<file path="src/rtl/pwm_config_loader_if.sv">
// Host-side bus of pwm_config_loader: staged-write handshake plus commit control.
// The master drives writes and commit requests; the slave (the loader) reports
// readiness, commit completion and pending status.
interface pwm_config_loader_if #(
  parameter int BIT_WIDTH = 16
);
  logic                 WrValid;
  logic                 WrReady;
  logic [1:0]           WrAddr;
  logic [BIT_WIDTH-1:0] WrData;
  logic                 Commit;
  logic                 CommitDone;
  logic                 Pending;

  modport master (
    output WrValid, WrAddr, WrData, Commit,
    input  WrReady, CommitDone, Pending
  );

  modport slave (
    input  WrValid, WrAddr, WrData, Commit,
    output WrReady, CommitDone, Pending
  );
endinterface

</file>
<file path="src/rtl/pwm_config_loader.sv">
// pwm_config_loader: staging bank and boundary-synchronous commit for the phase
// block's Compare / PWMMaxCount / TriangleStepSize / DeadTimeCount inputs.
// Writes land in a staged bank; a commit waits for the end of the current PWM
// period, then loads the whole active bank at once (with sanity corrections),
// so a carrier never sees a mix of old and new settings within one period.
// Optional feature macro: COMPARE_SLEW_EN -- Compare walks toward its committed
// target by at most SLEW_STEP per period instead of jumping at the apply.
module pwm_config_loader #(
  parameter int BIT_WIDTH = 16,
  parameter int RESET_MAX = 1000,
  parameter int SLEW_STEP = 8
) (
  input  logic                 MClk,
  input  logic                 Rst,
  pwm_config_loader_if.slave   bus,
  output logic                 PeriodEnd,
  output logic [BIT_WIDTH-1:0] Compare,
  output logic [BIT_WIDTH-1:0] PWMMaxCount,
  output logic [BIT_WIDTH-1:0] TriangleStepSize,
  output logic [BIT_WIDTH-1:0] DeadTimeCount
);

  localparam logic [BIT_WIDTH-1:0] ZERO_C    = {BIT_WIDTH{1'b0}};
  localparam logic [BIT_WIDTH-1:0] ONE_C     = {{(BIT_WIDTH-1){1'b0}}, 1'b1};
  localparam logic [BIT_WIDTH-1:0] RST_MAX_C = BIT_WIDTH'(RESET_MAX);

  typedef enum logic [1:0] {
    ST_IDLE    = 2'd0,
    ST_PENDING = 2'd1,
    ST_APPLY   = 2'd2
  } state_e;

  // A zero period or zero step would stall the carrier, so force them to 1.
  function automatic logic [BIT_WIDTH-1:0] fix_nonzero(input logic [BIT_WIDTH-1:0] v);
    fix_nonzero = (v == ZERO_C) ? ONE_C : v;
  endfunction

  // Unsigned upper clamp.
  function automatic logic [BIT_WIDTH-1:0] clamp_to(input logic [BIT_WIDTH-1:0] v,
                                                    input logic [BIT_WIDTH-1:0] lim);
    clamp_to = (v > lim) ? lim : v;
  endfunction

`ifdef COMPARE_SLEW_EN
  localparam logic [BIT_WIDTH-1:0] SLEW_C = BIT_WIDTH'(SLEW_STEP);

  // One slew step: move cur toward tgt by min(SLEW_STEP, |tgt-cur|).
  function automatic logic [BIT_WIDTH-1:0] slew_toward(input logic [BIT_WIDTH-1:0] cur,
                                                       input logic [BIT_WIDTH-1:0] tgt);
    if (cur < tgt) begin
      slew_toward = ((tgt - cur) > SLEW_C) ? (cur + SLEW_C) : tgt;
    end else begin
      slew_toward = ((cur - tgt) > SLEW_C) ? (cur - SLEW_C) : tgt;
    end
  endfunction
`endif

  state_e               state_q, state_d;
  logic [BIT_WIDTH-1:0] timer_q, timer_d;
  logic [BIT_WIDTH-1:0] stg_cmp_q, stg_cmp_d, stg_max_q, stg_max_d;
  logic [BIT_WIDTH-1:0] stg_step_q, stg_step_d, stg_dead_q, stg_dead_d;
  logic [BIT_WIDTH-1:0] act_cmp_q, act_cmp_d, act_max_q, act_max_d;
  logic [BIT_WIDTH-1:0] act_step_q, act_step_d, act_dead_q, act_dead_d;
  logic                 wr_ready_q, wr_ready_d;
  logic                 commit_done_q, commit_done_d;
  logic                 pending_q, pending_d;
  logic                 period_end_q, period_end_d;
  logic                 wr_accept_s, apply_s;
  logic [BIT_WIDTH-1:0] new_max_s, new_cmp_s, new_dead_s;
`ifdef COMPARE_SLEW_EN
  logic [BIT_WIDTH-1:0] tgt_q, tgt_d;
`endif

  // Next-state logic: period timer, staged writes, commit FSM and active-bank load.
  always_comb begin
    state_d     = state_q;
    timer_d     = timer_q;
    stg_cmp_d   = stg_cmp_q;
    stg_max_d   = stg_max_q;
    stg_step_d  = stg_step_q;
    stg_dead_d  = stg_dead_q;
    act_cmp_d   = act_cmp_q;
    act_max_d   = act_max_q;
    act_step_d  = act_step_q;
    act_dead_d  = act_dead_q;
    apply_s     = 1'b0;
    wr_accept_s = bus.WrValid && wr_ready_q;
`ifdef COMPARE_SLEW_EN
    tgt_d       = tgt_q;
`endif

    // Corrected values the active bank would take if applied now.
    new_max_s  = fix_nonzero(stg_max_q);
    new_cmp_s  = clamp_to(stg_cmp_q, new_max_s);
    new_dead_s = clamp_to(stg_dead_q, new_max_s >> 1);

    // period_end_q mirrors timer_q == act_max_q, so the wrap needs no compare here.
    if (period_end_q) begin
      timer_d = ZERO_C;
    end else begin
      timer_d = timer_q + ONE_C;
    end

    if (wr_accept_s) begin
      case (bus.WrAddr)
        2'd0:    stg_cmp_d  = bus.WrData;
        2'd1:    stg_max_d  = bus.WrData;
        2'd2:    stg_step_d = bus.WrData;
        2'd3:    stg_dead_d = bus.WrData;
        default: stg_cmp_d  = stg_cmp_q;
      endcase
    end else begin
      stg_cmp_d = stg_cmp_q;
    end

    case (state_q)
      ST_IDLE: begin
        if (bus.Commit) begin
          state_d = ST_PENDING;
        end else begin
          state_d = ST_IDLE;
        end
      end
      ST_PENDING: begin
        // Load on the edge closing the period so the new bank is live at timer 0.
        if (period_end_q) begin
          state_d = ST_APPLY;
          apply_s = 1'b1;
        end else begin
          state_d = ST_PENDING;
        end
      end
      ST_APPLY: begin
        state_d = ST_IDLE;
      end
      default: begin
        state_d = ST_IDLE;
      end
    endcase

    if (apply_s) begin
      act_max_d  = new_max_s;
      act_step_d = fix_nonzero(stg_step_q);
      act_dead_d = new_dead_s;
`ifdef COMPARE_SLEW_EN
      tgt_d      = new_cmp_s;
      act_cmp_d  = slew_toward(act_cmp_q, new_cmp_s);
`else
      act_cmp_d  = new_cmp_s;
`endif
    end else begin
`ifdef COMPARE_SLEW_EN
      // Between commits, keep walking Compare toward the target once per period.
      if (period_end_q) begin
        act_cmp_d = slew_toward(act_cmp_q, tgt_q);
      end else begin
        act_cmp_d = act_cmp_q;
      end
`else
      act_cmp_d = act_cmp_q;
`endif
    end

    wr_ready_d    = (state_d == ST_IDLE);
    commit_done_d = (state_d == ST_APPLY);
`ifdef COMPARE_SLEW_EN
    pending_d     = (state_d == ST_PENDING) || (act_cmp_d != tgt_d);
`else
    pending_d     = (state_d == ST_PENDING);
`endif
    period_end_d  = (timer_d == act_max_d);
  end

  // State and bank registers with synchronous reset.
  always_ff @(posedge MClk) begin
    if (Rst) begin
      state_q       <= ST_IDLE;
      timer_q       <= ZERO_C;
      stg_cmp_q     <= ZERO_C;
      stg_max_q     <= RST_MAX_C;
      stg_step_q    <= ONE_C;
      stg_dead_q    <= ZERO_C;
      act_cmp_q     <= ZERO_C;
      act_max_q     <= RST_MAX_C;
      act_step_q    <= ONE_C;
      act_dead_q    <= ZERO_C;
      wr_ready_q    <= 1'b1;
      commit_done_q <= 1'b0;
      pending_q     <= 1'b0;
      period_end_q  <= 1'b0;
`ifdef COMPARE_SLEW_EN
      tgt_q         <= ZERO_C;
`endif
    end else begin
      state_q       <= state_d;
      timer_q       <= timer_d;
      stg_cmp_q     <= stg_cmp_d;
      stg_max_q     <= stg_max_d;
      stg_step_q    <= stg_step_d;
      stg_dead_q    <= stg_dead_d;
      act_cmp_q     <= act_cmp_d;
      act_max_q     <= act_max_d;
      act_step_q    <= act_step_d;
      act_dead_q    <= act_dead_d;
      wr_ready_q    <= wr_ready_d;
      commit_done_q <= commit_done_d;
      pending_q     <= pending_d;
      period_end_q  <= period_end_d;
`ifdef COMPARE_SLEW_EN
      tgt_q         <= tgt_d;
`endif
    end
  end

  assign bus.WrReady     = wr_ready_q;
  assign bus.CommitDone  = commit_done_q;
  assign bus.Pending     = pending_q;
  assign PeriodEnd       = period_end_q;
  assign Compare         = act_cmp_q;
  assign PWMMaxCount     = act_max_q;
  assign TriangleStepSize = act_step_q;
  assign DeadTimeCount   = act_dead_q;

endmodule

</file>
<file path="src/flat_wrapper.sv">
// flat-port wrapper written by rule: the top's interface ports become plain ports
module pwm_config_loader_flat 
#(
  parameter int BIT_WIDTH = 16,
  parameter int RESET_MAX = 1000,
  parameter int SLEW_STEP = 8
)
  (MClk, Rst, PeriodEnd, Compare, PWMMaxCount, TriangleStepSize, DeadTimeCount, bus_WrValid, bus_WrAddr, bus_WrData, bus_Commit, bus_WrReady, bus_CommitDone, bus_Pending);
  pwm_config_loader_if #(.BIT_WIDTH(BIT_WIDTH)) bus_i ();
  input  logic MClk;
  input  logic Rst;
  output logic PeriodEnd;
  output logic [BIT_WIDTH-1:0] Compare;
  output logic [BIT_WIDTH-1:0] PWMMaxCount;
  output logic [BIT_WIDTH-1:0] TriangleStepSize;
  output logic [BIT_WIDTH-1:0] DeadTimeCount;
  input wire logic [$bits(bus_i.WrValid)-1:0] bus_WrValid;
  input wire logic [$bits(bus_i.WrAddr)-1:0] bus_WrAddr;
  input wire logic [$bits(bus_i.WrData)-1:0] bus_WrData;
  input wire logic [$bits(bus_i.Commit)-1:0] bus_Commit;
  output wire logic [$bits(bus_i.WrReady)-1:0] bus_WrReady;
  output wire logic [$bits(bus_i.CommitDone)-1:0] bus_CommitDone;
  output wire logic [$bits(bus_i.Pending)-1:0] bus_Pending;
  assign bus_i.WrValid = bus_WrValid;
  assign bus_i.WrAddr = bus_WrAddr;
  assign bus_i.WrData = bus_WrData;
  assign bus_i.Commit = bus_Commit;
  assign bus_WrReady = bus_i.WrReady;
  assign bus_CommitDone = bus_i.CommitDone;
  assign bus_Pending = bus_i.Pending;
  pwm_config_loader #(.BIT_WIDTH(BIT_WIDTH), .RESET_MAX(RESET_MAX), .SLEW_STEP(SLEW_STEP)) u_core (.MClk(MClk), .Rst(Rst), .bus(bus_i), .PeriodEnd(PeriodEnd), .Compare(Compare), .PWMMaxCount(PWMMaxCount), .TriangleStepSize(TriangleStepSize), .DeadTimeCount(DeadTimeCount));
endmodule
</file>
<file path="config.mk">
export PLATFORM = sky130hd
export DESIGN_NAME = pwm_config_loader_flat
export DESIGN_NICKNAME = d
export VERILOG_FILES = /design/src/rtl/pwm_config_loader_if.sv /design/src/rtl/pwm_config_loader.sv /design/src/flat_wrapper.sv
export SDC_FILE = /design/constraint.sdc
export NUM_CORES = 1
export LEC_CHECK = 0
export CAP_MARGIN = 10
export CORE_MARGIN = 2
export CORE_UTILIZATION = 45
export CTS_BUF_LIST = sky130_fd_sc_hd__clkbuf_4 sky130_fd_sc_hd__clkbuf_8
export DETAILED_ROUTE_END_ITERATION = 8
export PLACE_DENSITY = 0.7
export SLEW_MARGIN = 30
export SYNTH_ARGS = -nofsm -noshare
export SYNTH_HDL_FRONTEND = slang
export SYNTH_SLANG_ARGS = --single-unit
</file>
<file path="constraint.sdc">
create_clock -name MClk -period 2.65 [get_ports MClk]
set_input_delay 0.53 -clock MClk [delete_from_list [all_inputs] [get_ports MClk]]
set_output_delay 0.53 -clock MClk [all_outputs]
set_load 0.05 [all_outputs]
</file>
==> results of run 1 <==
## sequential cells by signal, indices dropped and copies added (netlist names)
name / count
u_core.stg_max_q: 16
u_core.stg_step_q: 16
u_core.Compare: 16
u_core.TriangleStepSize: 16
u_core.bus.Pending: 1
u_core.bus.CommitDone: 1
u_core.bus.WrReady: 1
u_core.stg_dead_q: 16
u_core.DeadTimeCount: 16
u_core.timer_q: 16
u_core.stg_cmp_q: 16
u_core.PWMMaxCount: 16
u_core.state_q: 2
u_core.PeriodEnd: 1
## worst reg2reg max path: cells and delay by family, from the launching register on
kind / cells / cell delay [ns]
AO/OA/AOI/OAI: 4 / 0.95
adder cells (fa/ha/maj): 1 / 0.29
buffers and inverters: 2 / 0.32
flip-flops: 1 / 0.46
AND/OR/NAND/NOR: 3 / 0.47
## stage by stage
stage / worst slack, ns / utilization, % / hold slack (ns)
after floorplan: 0.115 / - / 0.436
after global placement: 0.0651 / 53.5 / 0.445
after detailed placement: 0.0250 / 53.5 / 0.446
after CTS: 0.0341 / 56.1 / 0.338
after global routing: -0.0510 / 56.9 / 0.360
final: 0.0723 / 56.9 / 0.355
## report_power, final
group	switching [mW]	leakage, nW	internal (mW)
combinational	0.236	1.85	0.162
sequential	0.0432	1.22	2.29
clock	0.986	0.199	0.747
## what timing repair did
action | 4_1_cts | 5_1_grt
resized for setup | 1 | 19
setup endpoints to repair | 1 | 32
buffers inserted | 0 | 5
pin swaps | 0 | 4
gates cloned | 0 | 0
endpoints found under the hold margin | 0 | 0
hold buffers | 0 | 0
## synth_stat cells, drive strengths merged, types with 8 or more instances
cell type	count	area (µm²)
a21oi	95	483
nand3	10	67.6
nor3	11	60.1
xnor2	12	105
inv	29	109
xor2	8	70.1
a21o	9	67.6
nor2	78	293
nor4	14	93.8
buf	10	55.1
nand2	174	653
o211ai	10	75.1
clkbuf	40	150
ha	32	400
o21ai	24	120
mux2i	22	228
a211oi	45	338
nand4	10	62.6
dfxtp	150	3000
## kinds of logic after synthesis
kind of cell    count (synthesis)
simple gates                  314
compound gates                205
flops                         150
buf+inv                        79
fa+ha+maj                      32
mux                            24
xor+xnor                       22
## per-layer routing
layer | vias up | global-route usage [%] | routed length, µm
met3 | 39 | 5.03 | 904
met1 | 2895 | 31.7 | 8830
li1 | 3060 | - | -
met4 | 2 | 8.79 | 509
met2 | 188 | 40.1 | 9370
met5 | - | 0 | 7
## worst paths after layout
kind                                                               from                                       to  slack, ns  cells after the start
worst max-delay path                  u_core.stg_max_q[13]$_SDFFE_PP0P_    u_core.DeadTimeCount[14]$_SDFFE_PP0P_       0.07                     10
worst min-delay path                                                Rst         u_core.PWMMaxCount[1]$_SDFF_PP0_       0.35                      2
worst max register to register        u_core.stg_max_q[13]$_SDFFE_PP0P_    u_core.DeadTimeCount[14]$_SDFFE_PP0P_       0.07                     10
worst min register to register  u_core.TriangleStepSize[9]$_SDFFE_PP0P_  u_core.TriangleStepSize[9]$_SDFFE_PP0P_       0.46                      2
## layout make-up
cell class                 count  area, µm²
sequential                   150       3010
multi-input combinational    597       3580
timing repair buffer         131       1220
fill                        1401       6480
tap                          188        235
clock buffer                  19        262
clock inverter                13        130
inverter                      29        109
==> summary.md, run 1 <==
| Metric | Value |
|---|---|
| # Max-Cap Violations | `0` |
| Vias in the first global route | `5768` |
| Leakage | `3.26 nW` |
| Clock skew | `0.0135 ns` |
| Slowest CP cell | `a2111o_1` |
| Starting Density | `45.4%` |
| Seq/Total Area, Yosys | `44.0%` |
| Mapped cell area | `0.00682 mm²` |
| Total power | `4.46 mW` |
| Synth Flop Type | `dfxtp_1` |
| FP Rows | `45` |
| Pin count of the biggest net entering global routing | `91` |
| Fin nets | `980` |
| DIE WIDTH | `127 µm` |
| PortBufs | `89` |
| First-pass GRT wire length | `30400 µm` |
| Worst path max stage delay | `0.50 ns` |
| Clock root buffer master | `clkbuf_8` |
| Final min period | `2.58 ns` |
| Ys async rst share | `0%` |
| Post-Synth XOR/XNOR Area | `3.23%` |
| Cells along the critical path | `inv_1 > ha_1 > nand3_1 > o22ai_1 > nor3_2 > o41ai_2 > a2111o_1 > and2_1 > buf_4 > a211oi_1` |
| Final cycle utilization of the critical path | `97.3%` |
| Number of synthesized flops with an enable pin | `0` |
| Area growth syn-to-layout | `25.4%` |
| F_max | `0.388 GHz` |
| GR Overflow Total | `0` |
| CP Capture Type | `register` |
| Startpoint Class | `register` |
| Clock slew at reported path FFs | `0.09 ns` |
| Post-Synthesis Cells | `826` |
| Kind of critical path | `register to register` |
| Post-synthesis adder-cell area fraction | `5.87%` |
| Data required, critical path | `3.03 ns` |
| Final-report setup violation count | `0` |
| Detailed-route via count | `6184` |
| Synthesized area per cell | `8.26 µm²` |
| Synth cell types | `56` |
| DRT iter0 DRCs | `472` |
| Placed Area | `0.00804 mm²` |
| Max Buffers Root-to-Sink | `2` |
| Simple-gate share of the synthesized area | `19.9%` |
| Arr. time, crit path | `2.95 ns` |
| H-tree depth | `4` |
| Unrepaired setup endpoints after global routing | `yes` |
| Antenna-violating nets left | `0` |
| Die Y | `127 µm` |
| Initial antenna violation count | `1` |
| Final WL | `19600 µm` |
| HP Class | `primary input to register` |
| Synth warn | `0` |
| Commonest non-fill, non-tap cell in the layout | `nand2_1` |
| Diode count | `0` |
| Synth Area in Compound Gates | `18.7%` |
| Avg WL per Cell | `17.4 µm` |
| Total power density per cell area | `522 mW/mm²` |
| Total negative slack | `0 ns` |
| CTS Sinks | `150` |
| Final hold vios | `0` |
| GP Congestion | `0.923` |
| Placed cell count | `1090` |
| I/O pin total | `90` |
| Crit-path max FO | `9` |
| Critical path buffers and inverters | `2` |
| Syn_nets | `880` |
| Status | `finished, final reports clean` |
| Maximum vdd drop | `0.000318 V` |
| Slew headroom | `37.0%` |
| Core box area | `0.0150 mm²` |
| Fin area | `0.00855 mm²` |
| GRT Total Usage | `24.3%` |
| Total CTS buffers | `17` |
| Post-synthesis mux area share | `3.67%` |
| Die area | `0.0162 mm²` |
| Vias/cell | `5.49` |
| Register bit total from synthesis | `150` |
| DRC viols | `0` |
| CTS tree | `yes` |
| Crit path max-delay family | `compound AO/OA/AOI/OAI gates` |
| Most frequent cells in the layout | `nand2_1, dfxtp_1, a21oi_1, clkdlybuf4s50_1, nor2_1` |
| Largest family of logic cells by synthesized area | `simple AND/OR/NAND/NOR gates` |
| Worst Tran Pin Value | `0.944 ns` |
| Router iterations before antenna repair | `5` |
| Detail Placement HPWL | `14500 µm` |
| Slew Limit Fails | `0` |
| Worst skew pair latency | `0.47 ns` |
| Fin cells | `1127` |
| Share of post-route cells with drive strength above 1 | `11.2%` |
(Power assumes the default switching activity.)
==> inputs of run 2 (changes only) <==
--- a/config.mk
+++ b/config.mk
@@ -9,6 +9,7 @@
 export CORE_MARGIN = 2
 export CORE_UTILIZATION = 45
 export CTS_BUF_LIST = sky130_fd_sc_hd__clkbuf_4 sky130_fd_sc_hd__clkbuf_8
+export CTS_CLUSTER_DIAMETER = 150
 export DETAILED_ROUTE_END_ITERATION = 8
 export PLACE_DENSITY = 0.7
 export SLEW_MARGIN = 30
==> results of run 2 <==
No change in the layout: final DEF, timing and power equal those of run 1.
